<file path="src/rtl/multicycle_control_unit.sv">
// Multi-cycle RV32I control FSM with a variable-latency RAM handshake, bus timeout and illegal-opcode trap.
// Optional retire counter output (instret) is built when CU_RETIRE_CNT_EN is defined.
module multicycle_control_unit #(
    parameter int BUS_TIMEOUT = 16,
    parameter int CNT_W       = 32
) (
    input  logic              clk,
    input  logic              reset,
    input  logic [31:0]       instrCode,
    input  logic              busReady,
    output logic              irWe,
    output logic              PCEn,
    output logic              regFileWe,
    output logic              aluSrcMuxSel,
    output logic [3:0]        aluControl,
    output logic [2:0]        strb,
    output logic [2:0]        RFWDSrcMuxSel,
    output logic              branch,
    output logic              jal,
    output logic              jalr,
    output logic              busReq,
    output logic              busWe,
    output logic              illegalInstr,
    output logic              busErr,
`ifdef CU_RETIRE_CNT_EN
    output logic [CNT_W-1:0]  instret,
`endif
    output logic [3:0]        state
);

    typedef enum logic [3:0] {
        FETCH, DECODE, R_EXE, I_EXE, B_EXE, LU_EXE, AU_EXE, J_EXE,
        JL_EXE, S_EXE, S_MEM, L_EXE, L_MEM, L_WB, TRAP
    } state_t;

    // Counter only needs to reach BUS_TIMEOUT-1; the limit-th idle cycle traps.
    localparam int            TW    = (BUS_TIMEOUT > 1) ? $clog2(BUS_TIMEOUT) : 1;
    localparam logic [TW-1:0] LIMIT = TW'((BUS_TIMEOUT > 0) ? BUS_TIMEOUT - 1 : 0);
    localparam bit            TO_EN = (BUS_TIMEOUT > 0);

    state_t        cur_st;
    state_t        nxt_st;
    logic [TW-1:0] tcnt;
    logic          in_mem;
    logic          timeout;
    logic          bad_op;
    logic [6:0]    opcode;
    logic [2:0]    funct3;
    logic          f7b;
    logic          unused_instr;

    assign opcode       = instrCode[6:0];
    assign funct3       = instrCode[14:12];
    assign f7b          = instrCode[30];
    assign strb         = funct3;
    assign state        = cur_st;
    assign unused_instr = ^{instrCode[31], instrCode[29:15], instrCode[11:7]};

    assign in_mem  = (cur_st == S_MEM) || (cur_st == L_MEM);
    assign timeout = TO_EN && in_mem && !busReady && (tcnt == LIMIT);

    always_ff @(posedge clk or posedge reset) begin
        if (reset) begin
            cur_st       <= FETCH;
            tcnt         <= '0;
            illegalInstr <= 1'b0;
            busErr       <= 1'b0;
        end else begin
            cur_st <= nxt_st;
            if (!in_mem)
                tcnt <= '0;
            else if (TO_EN && !busReady && (tcnt != LIMIT))
                tcnt <= tcnt + TW'(1);
            if (bad_op)
                illegalInstr <= 1'b1;
            if (timeout)
                busErr <= 1'b1;
        end
    end

    always_comb begin
        nxt_st        = cur_st;
        bad_op        = 1'b0;
        irWe          = 1'b0;
        PCEn          = 1'b0;
        regFileWe     = 1'b0;
        aluSrcMuxSel  = 1'b0;
        aluControl    = 4'b0000;
        RFWDSrcMuxSel = 3'b000;
        branch        = 1'b0;
        jal           = 1'b0;
        jalr          = 1'b0;
        busReq        = 1'b0;
        busWe         = 1'b0;
        case (cur_st)
            FETCH: begin
                irWe   = 1'b1;
                nxt_st = DECODE;
            end
            DECODE: begin
                case (opcode)
                    7'b0110011: nxt_st = R_EXE;
                    7'b0010011: nxt_st = I_EXE;
                    7'b1100011: nxt_st = B_EXE;
                    7'b0110111: nxt_st = LU_EXE;
                    7'b0010111: nxt_st = AU_EXE;
                    7'b1101111: nxt_st = J_EXE;
                    7'b1100111: nxt_st = JL_EXE;
                    7'b0100011: nxt_st = S_EXE;
                    7'b0000011: nxt_st = L_EXE;
                    default: begin
                        nxt_st = TRAP;
                        bad_op = 1'b1;
                    end
                endcase
            end
            R_EXE: begin
                regFileWe  = 1'b1;
                PCEn       = 1'b1;
                aluControl = {f7b, funct3};
                nxt_st     = FETCH;
            end
            I_EXE: begin
                regFileWe    = 1'b1;
                aluSrcMuxSel = 1'b1;
                PCEn         = 1'b1;
                // Only SRAI carries a meaningful bit 30; other immediates may set it freely.
                aluControl   = ({f7b, funct3} == 4'b1101) ? 4'b1101 : {1'b0, funct3};
                nxt_st       = FETCH;
            end
            B_EXE: begin
                PCEn       = 1'b1;
                branch     = 1'b1;
                aluControl = {f7b, funct3};
                nxt_st     = FETCH;
            end
            LU_EXE: begin
                regFileWe     = 1'b1;
                RFWDSrcMuxSel = 3'b010;
                PCEn          = 1'b1;
                nxt_st        = FETCH;
            end
            AU_EXE: begin
                regFileWe     = 1'b1;
                RFWDSrcMuxSel = 3'b011;
                PCEn          = 1'b1;
                nxt_st        = FETCH;
            end
            J_EXE, JL_EXE: begin
                regFileWe     = 1'b1;
                RFWDSrcMuxSel = 3'b100;
                jal           = 1'b1;
                PCEn          = 1'b1;
                jalr          = (cur_st == JL_EXE);
                aluSrcMuxSel  = (cur_st == JL_EXE);
                nxt_st        = FETCH;
            end
            S_EXE: begin
                aluSrcMuxSel = 1'b1;
                nxt_st       = S_MEM;
            end
            S_MEM: begin
                busReq       = 1'b1;
                busWe        = 1'b1;
                aluSrcMuxSel = 1'b1;
                if (busReady) begin
                    PCEn   = 1'b1;
                    nxt_st = FETCH;
                end else if (timeout) begin
                    nxt_st = TRAP;
                end
            end
            L_EXE: begin
                aluSrcMuxSel = 1'b1;
                nxt_st       = L_MEM;
            end
            L_MEM: begin
                busReq       = 1'b1;
                aluSrcMuxSel = 1'b1;
                if (busReady)
                    nxt_st = L_WB;
                else if (timeout)
                    nxt_st = TRAP;
            end
            L_WB: begin
                regFileWe     = 1'b1;
                RFWDSrcMuxSel = 3'b001;
                PCEn          = 1'b1;
                nxt_st        = FETCH;
            end
            TRAP:    nxt_st = TRAP;
            default: nxt_st = FETCH;
        endcase
    end

`ifdef CU_RETIRE_CNT_EN
    always_ff @(posedge clk or posedge reset) begin
        if (reset)
            instret <= '0;
        else if (PCEn)
            instret <= instret + CNT_W'(1);
    end
`else
    localparam int unused_cnt_w = CNT_W;
`endif

endmodule

</file>
<file path="config.mk">
export PLATFORM = sky130hd
export DESIGN_NAME = multicycle_control_unit
export DESIGN_NICKNAME = d
export VERILOG_FILES = /design/src/rtl/multicycle_control_unit.sv
export SDC_FILE = /design/constraint.sdc
export NUM_CORES = 1
export LEC_CHECK = 0
export ABC_AREA = 1
export CORE_ASPECT_RATIO = 0.6
export CORE_UTILIZATION = 34
export CTS_CLUSTER_DIAMETER = 30
export DETAILED_ROUTE_END_ITERATION = 6
export PLACE_DENSITY = 0.77
export SLEW_MARGIN = 20
export SYNTH_ARGS = -nofsm -noshare
export SYNTH_HDL_FRONTEND = slang
export SYNTH_SLANG_ARGS = --single-unit
</file>
<file path="constraint.sdc">
create_clock -name clk -period 1.3 [get_ports clk]
set_clock_uncertainty 0.2 [all_clocks]
set_input_delay 0.195 -clock clk [delete_from_list [all_inputs] [get_ports clk]]
set_output_delay 0.195 -clock clk [all_outputs]
set_load 0.005 [all_outputs]
</file>
== Word level (Yosys, flattened, before mapping) ==
Cells that the tools add are included.

* Register bits after elaboration: 10
* Latch bits: 0
* RAM bits: 0
* Bits in read-only memories: 0
* Input bits: 35
* Output and inout port bits: 25
* Logic and storage cells: 67
* Memories kept: 0

* Add/subtract/negate cells: 1
* Multiply operators: 0
* Div/mod/pow operators: 0
* Magnitude comparators: 0
* Equality and inequality tests: 27
* Shift-type cells: 0
* Muxes and demuxes: 22
* Bitwise gates (word level): 0
* Reduce and logical (&&, ||, !) cells: 13

{| class="wikitable"
|+ Operators by type and width
! cell !! number
|-
| == test 4 bit (second input constant) || 9
|-
| one-hot mux 4 bit (9 select lines) || 1
|-
| one-hot mux 4 bit (7 select lines) || 1
|-
| two-way mux 4 bit || 6
|-
| == test 7 x 6 -> 1 bit (second input constant) || 3
|-
| == test 7 bit (second input constant) || 3
|-
| == test 4 x 3 -> 1 bit (second input constant) || 4
|-
| == test 7 x 5 -> 1 bit (second input constant) || 2
|-
| one-hot mux 3 bit (4 select lines) || 1
|-
| two-way mux 1 bit || 10
|-
| OR reduction 9 bit || 1
|-
| == test 4 x 2 -> 1 bit (second input constant) || 2
|-
| one-hot mux 4 bit (2 select lines) || 1
|-
| OR reduction 8 bit || 1
|-
| == test 7 x 2 -> 1 bit (second input constant) || 1
|-
| OR reduction 7 bit || 1
|-
| OR reduction 2 bit || 3
|-
| OR reduction 5 bit || 1
|-
| adder 4 x 1 -> 4 bit (second input constant) || 1
|-
| == test 4 x 1 -> 1 bit (second input constant) || 1
|-
| zero test 4 bit || 1
|-
| != test 4 bit (second input constant) || 1
|-
| one-hot mux 1 bit (2 select lines) || 2
|-
| logical AND 1 bit || 3
|-
| 3 further kinds || 3
|}

== Logic depth before layout (Yosys ltp) ==
* Word-level depth: 7
* Gate-level depth with buffers: 9
* Depth with buffers taken out: 8

== Worst setup path after synthesis ==
OpenSTA, ideal clock, no wires.

* Path type: reg-to-output
* Start point: register cur_st[2], in the netlist state[2]
* End point: output PCEn
* Data arrival time: 1,100 ps
* Required time: 905 ps
* Slack: -195 ps
* Cell stages (with the launch flop): 6
* Path buffers: 0
* Path through: dfrtp_1 nor2_1 inv_2 o21ai_0 a21oi_1 o211ai_1

* Longest elaborated chain between the ends: 3
* Elaborated cells between the ends (all ways): 11
* Those cells by class: eq/ne: 9; mux: 1; reduce/logical: 1

{| class="wikitable"
|+ RTL lines
! what !! line !! source
|-
| start: declaration || 41 || <nowiki>state_t cur_st;</nowiki>
|-
| start signal: assignment || 69 || <nowiki>cur_st <= nxt_st;</nowiki>
|-
| == test 4 bit, or another cell as far along || 95 || <nowiki>case (cur_st)</nowiki>
|-
| OR reduction 8 bit (no source line) || - ||
|-
| one-hot mux 1 bit (2 select lines) (*) || 95 ||
|-
| end: declaration || 12 || <nowiki>output logic PCEn,</nowiki>
|}

Mark *: on every way between the ends. The rest lies on a longest branch, timed or not.

== Worst setup path in the final report ==
* Start point: register cur_st[1], in the netlist state[1]
* End point: output PCEn

Same word-level chain as after synthesis.

==> run metrics <==
Yosys top cell by area=dfrtp_1; P_leak=1.14 nW; core area=2660 um^2; Flop pwr share=35.5%; CTS H-tree lvls=1; Final nets=307; failing checks=negative setup slack; Core Rows=14; Main synth FF type=dfrtp_1; slew margin rel.=70.9%; worst skew pair latency=0.24 ns; drt pass-1 iters=6; GRT overflow=0; DIE HEIGHT=44.2 um; clock buffer count from CTS=3; Peak VDD IR=0.000412 V; PwrDens=381 nW/um^2; IO buf count=38; Clk network pwr share=48.1%; Syn Area/Cell=6.39 um^2; Logic pwr share=16.4%; clk sinks=10; global-route wire length before repair=8.09 mm; count leader, synth=nand2_1; TritonCTS clock tree=done; Placer Congestion=0.859; Worst setup EP type=output port; DRT Wirelength=5.86 mm; WP data arrival=1.55 ns; final setup fails=30; DRC viols=0; CTS Buffer Depth=2; Die X-Extent=72.4 um; largest net degree at the start of global routing=11; status=finished with violations; CP startpoint kind=flop; synth unique cells=28; number of enable flip-flop cells after synthesis=0; WP data required=0.90 ns; antenna violations before repair=0; Metal-1 WL=2.21 mm; Gate Count Post-Synth=158; share of cells above drive strength 1=60.4%; GRT Util Overall=33.7%; post-synth top area share=24.8%; CTS clk-pin slew, worst paths=0.06 ns; Post-Synthesis Cell Area=1010 um^2; WL/cell=18.9 um; fin util=86.5%; Max FO, Critical Path=6; design area=2300 um^2; DR vias/cell=5.61; Clock Tree Root=clkbuf_8; initial core utilization=37.9%; Setup WS post-layout=-0.648 ns; io pins=60; Slew @ Worst Pin=0.437 ns; Yosys warning count=0; Final Hold Fails=0; Sw Share=26.3%; fill cell count=136; Post-DP Area=1740 um^2; WL met2=2.74 mm; P_int=0.000646 W; Seq/Total Area, Yosys=24.8%; vias in the first global route=1642; crit-path max cell delay=0.49 ns; P_sw=0.000231 W; via count=1738; CP max-delay cell=dfrtp_2; Final ANT Viol Nets=0; Area Overhead vs Synth=128%; top cells by count, synth=34 x nand2_1, 21 x nor2_1, 19 x inv_1, 19 x nand3_1; total power=0.000877 W; diodes inserted=0; crit-path cells=buf_4, nor2_4, nand2_2, o21ai_2, a21oi_1, o211ai_1, buf_2; fraction of registers with async set/reset=100%; Synth Register Bits=10; Die ar.=3200 um^2; Setup Crit Path Kind=flop to output port; Max Clk Rate=0.513 GHz; unrepaired setup endpoints after global routing=yes; met3 wire length=592 um; ranking of synthesized cells by area=dfrtp_1 25%, nand2_1 13%, nand3_1 9.4%; Detailed Place HPWL=2.76 mm; Initial DRC Count=125; Hold WC Path Type=input pin to asynchronous set/reset pin; max-cap violations=0; Worst Hold Slack=0.0508 ns; syn nets=194; Final Slew Violations=0; highest routed layer=met4; Final Cycle Share=150%; minimum clock period=1.95 ns
==> power by group through the flow <==
| stage | clock, W | combinational, W | sequential (W) |
|---|---|---|---|
| 2_1_floorplan | 0 | 0.0000490 | 0.000317 |
| 4_1_cts | 0.000393 | 0.000130 | 0.000312 |
| 3_3_place_gp | 0 | 0.000125 | 0.000317 |
| 6_report | 0.000422 | 0.000143 | 0.000311 |
| 3_5_place_dp | 0 | 0.000131 | 0.000317 |
| 5_1_grt | 0.000440 | 0.000153 | 0.000311 |
==> worst paths after layout <==
check	end	cells after the start	slack, ns	start
min in group clk	busErr$_DFFE_PP0P_	2	0.27	busErr$_DFFE_PP0P_
max	PCEn	7	-0.65	state[1]$_DFF_PP0_
max reg2reg	state[3]$_DFF_PP0_	9	-0.59	state[3]$_DFF_PP0_
min	illegalInstr$_DFFE_PP0P_	2	0.05	reset
max in group asynchronous	state[2]$_DFF_PP0_	2	0.52	reset
min reg2reg	busErr$_DFFE_PP0P_	2	0.27	busErr$_DFFE_PP0P_
==> cells by family after synthesis <==
group | after synthesis | share of synthesized area, %
DFF | 10 | 24.8
and+or+nand+nor | 92 | 46.0
xor gates and xnor gates | 1 | 0.868
adders and majority gates | 1 | 1.24
AOI/OAI and AO/OA | 24 | 14.0
buffers and inverters | 30 | 13.1
==> flip-flops by register name, summed over array words and instances (netlist names) <==
name / flops
tcnt: 4
busErr: 1
illegalInstr: 1
state: 4
==> repair_timing <==
| action | 4_1_cts | 5_1_grt |
|---|---|---|
| setup endpoints to repair | 35 | 32 |
| buffers inserted | 27 | 13 |
| resized for setup | 144 | 26 |
| cloned | 0 | 0 |
| pin swaps | 21 | 8 |
| hold buffers | 0 | 0 |
==> routing by layer <==
| metal | GRT usage [%] | up-vias |
|---|---|---|
| met5 | 0 | - |
| met4 | 13.3 | 0 |
| li1 | - | 732 |
| met2 | 59.6 | 155 |
| met1 | 43.2 | 804 |
| met3 | 3.42 | 47 |
==> cell type report <==
type / instances / area [um^2] / area share (%)
Clock buffer: 4 / 55.1 / 2.39
Inverter: 26 / 115 / 5.00
Multi-Input combinational cell: 118 / 830 / 36.0
Sequential cell: 10 / 255 / 11.1
Tap cell: 40 / 50.0 / 2.17
Timing Repair Buffer: 112 / 998 / 43.3
==> cells in the final DEF (no fill, tap or decap), types with 5 or more instances in the layout <==
cell,count
nand2_1,25
nand3_1,12
a21oi_1,6
nor2_4,7
buf_4,45
nand2_2,7
buf_6,33
nor2_2,6
inv_1,16
dlygate4sd2_1,6
dfrtp_1,6
nor2_1,13
nand2_4,8
clkdlybuf4s50_1,10
o21ai_2,5
buf_2,12
inv_4,5
nand3_2,6
==> worst max-delay path: cells and delay by family, from the launching register on <==
family                 cells  cell delay [ns]
flip-flops                 1             0.49
buffers and inverters      2             0.33
AO/OA/AOI/OAI              3             0.26
AND/OR/NAND/NOR            2             0.22
==> through the flow <==
step	worst slack (ns)	instances	setup TNS [ns]
2_1_floorplan	-0.0807	158	-0.627
3_3_place_gp	-0.621	270	-14.09
3_5_place_dp	-0.705	270	-16.11
4_1_cts	-0.553	299	-11.37
5_1_grt	-0.707	310	-15.58
6_report	-0.648	310	-14.61
Note: power is estimated with default switching activity, not from simulation.
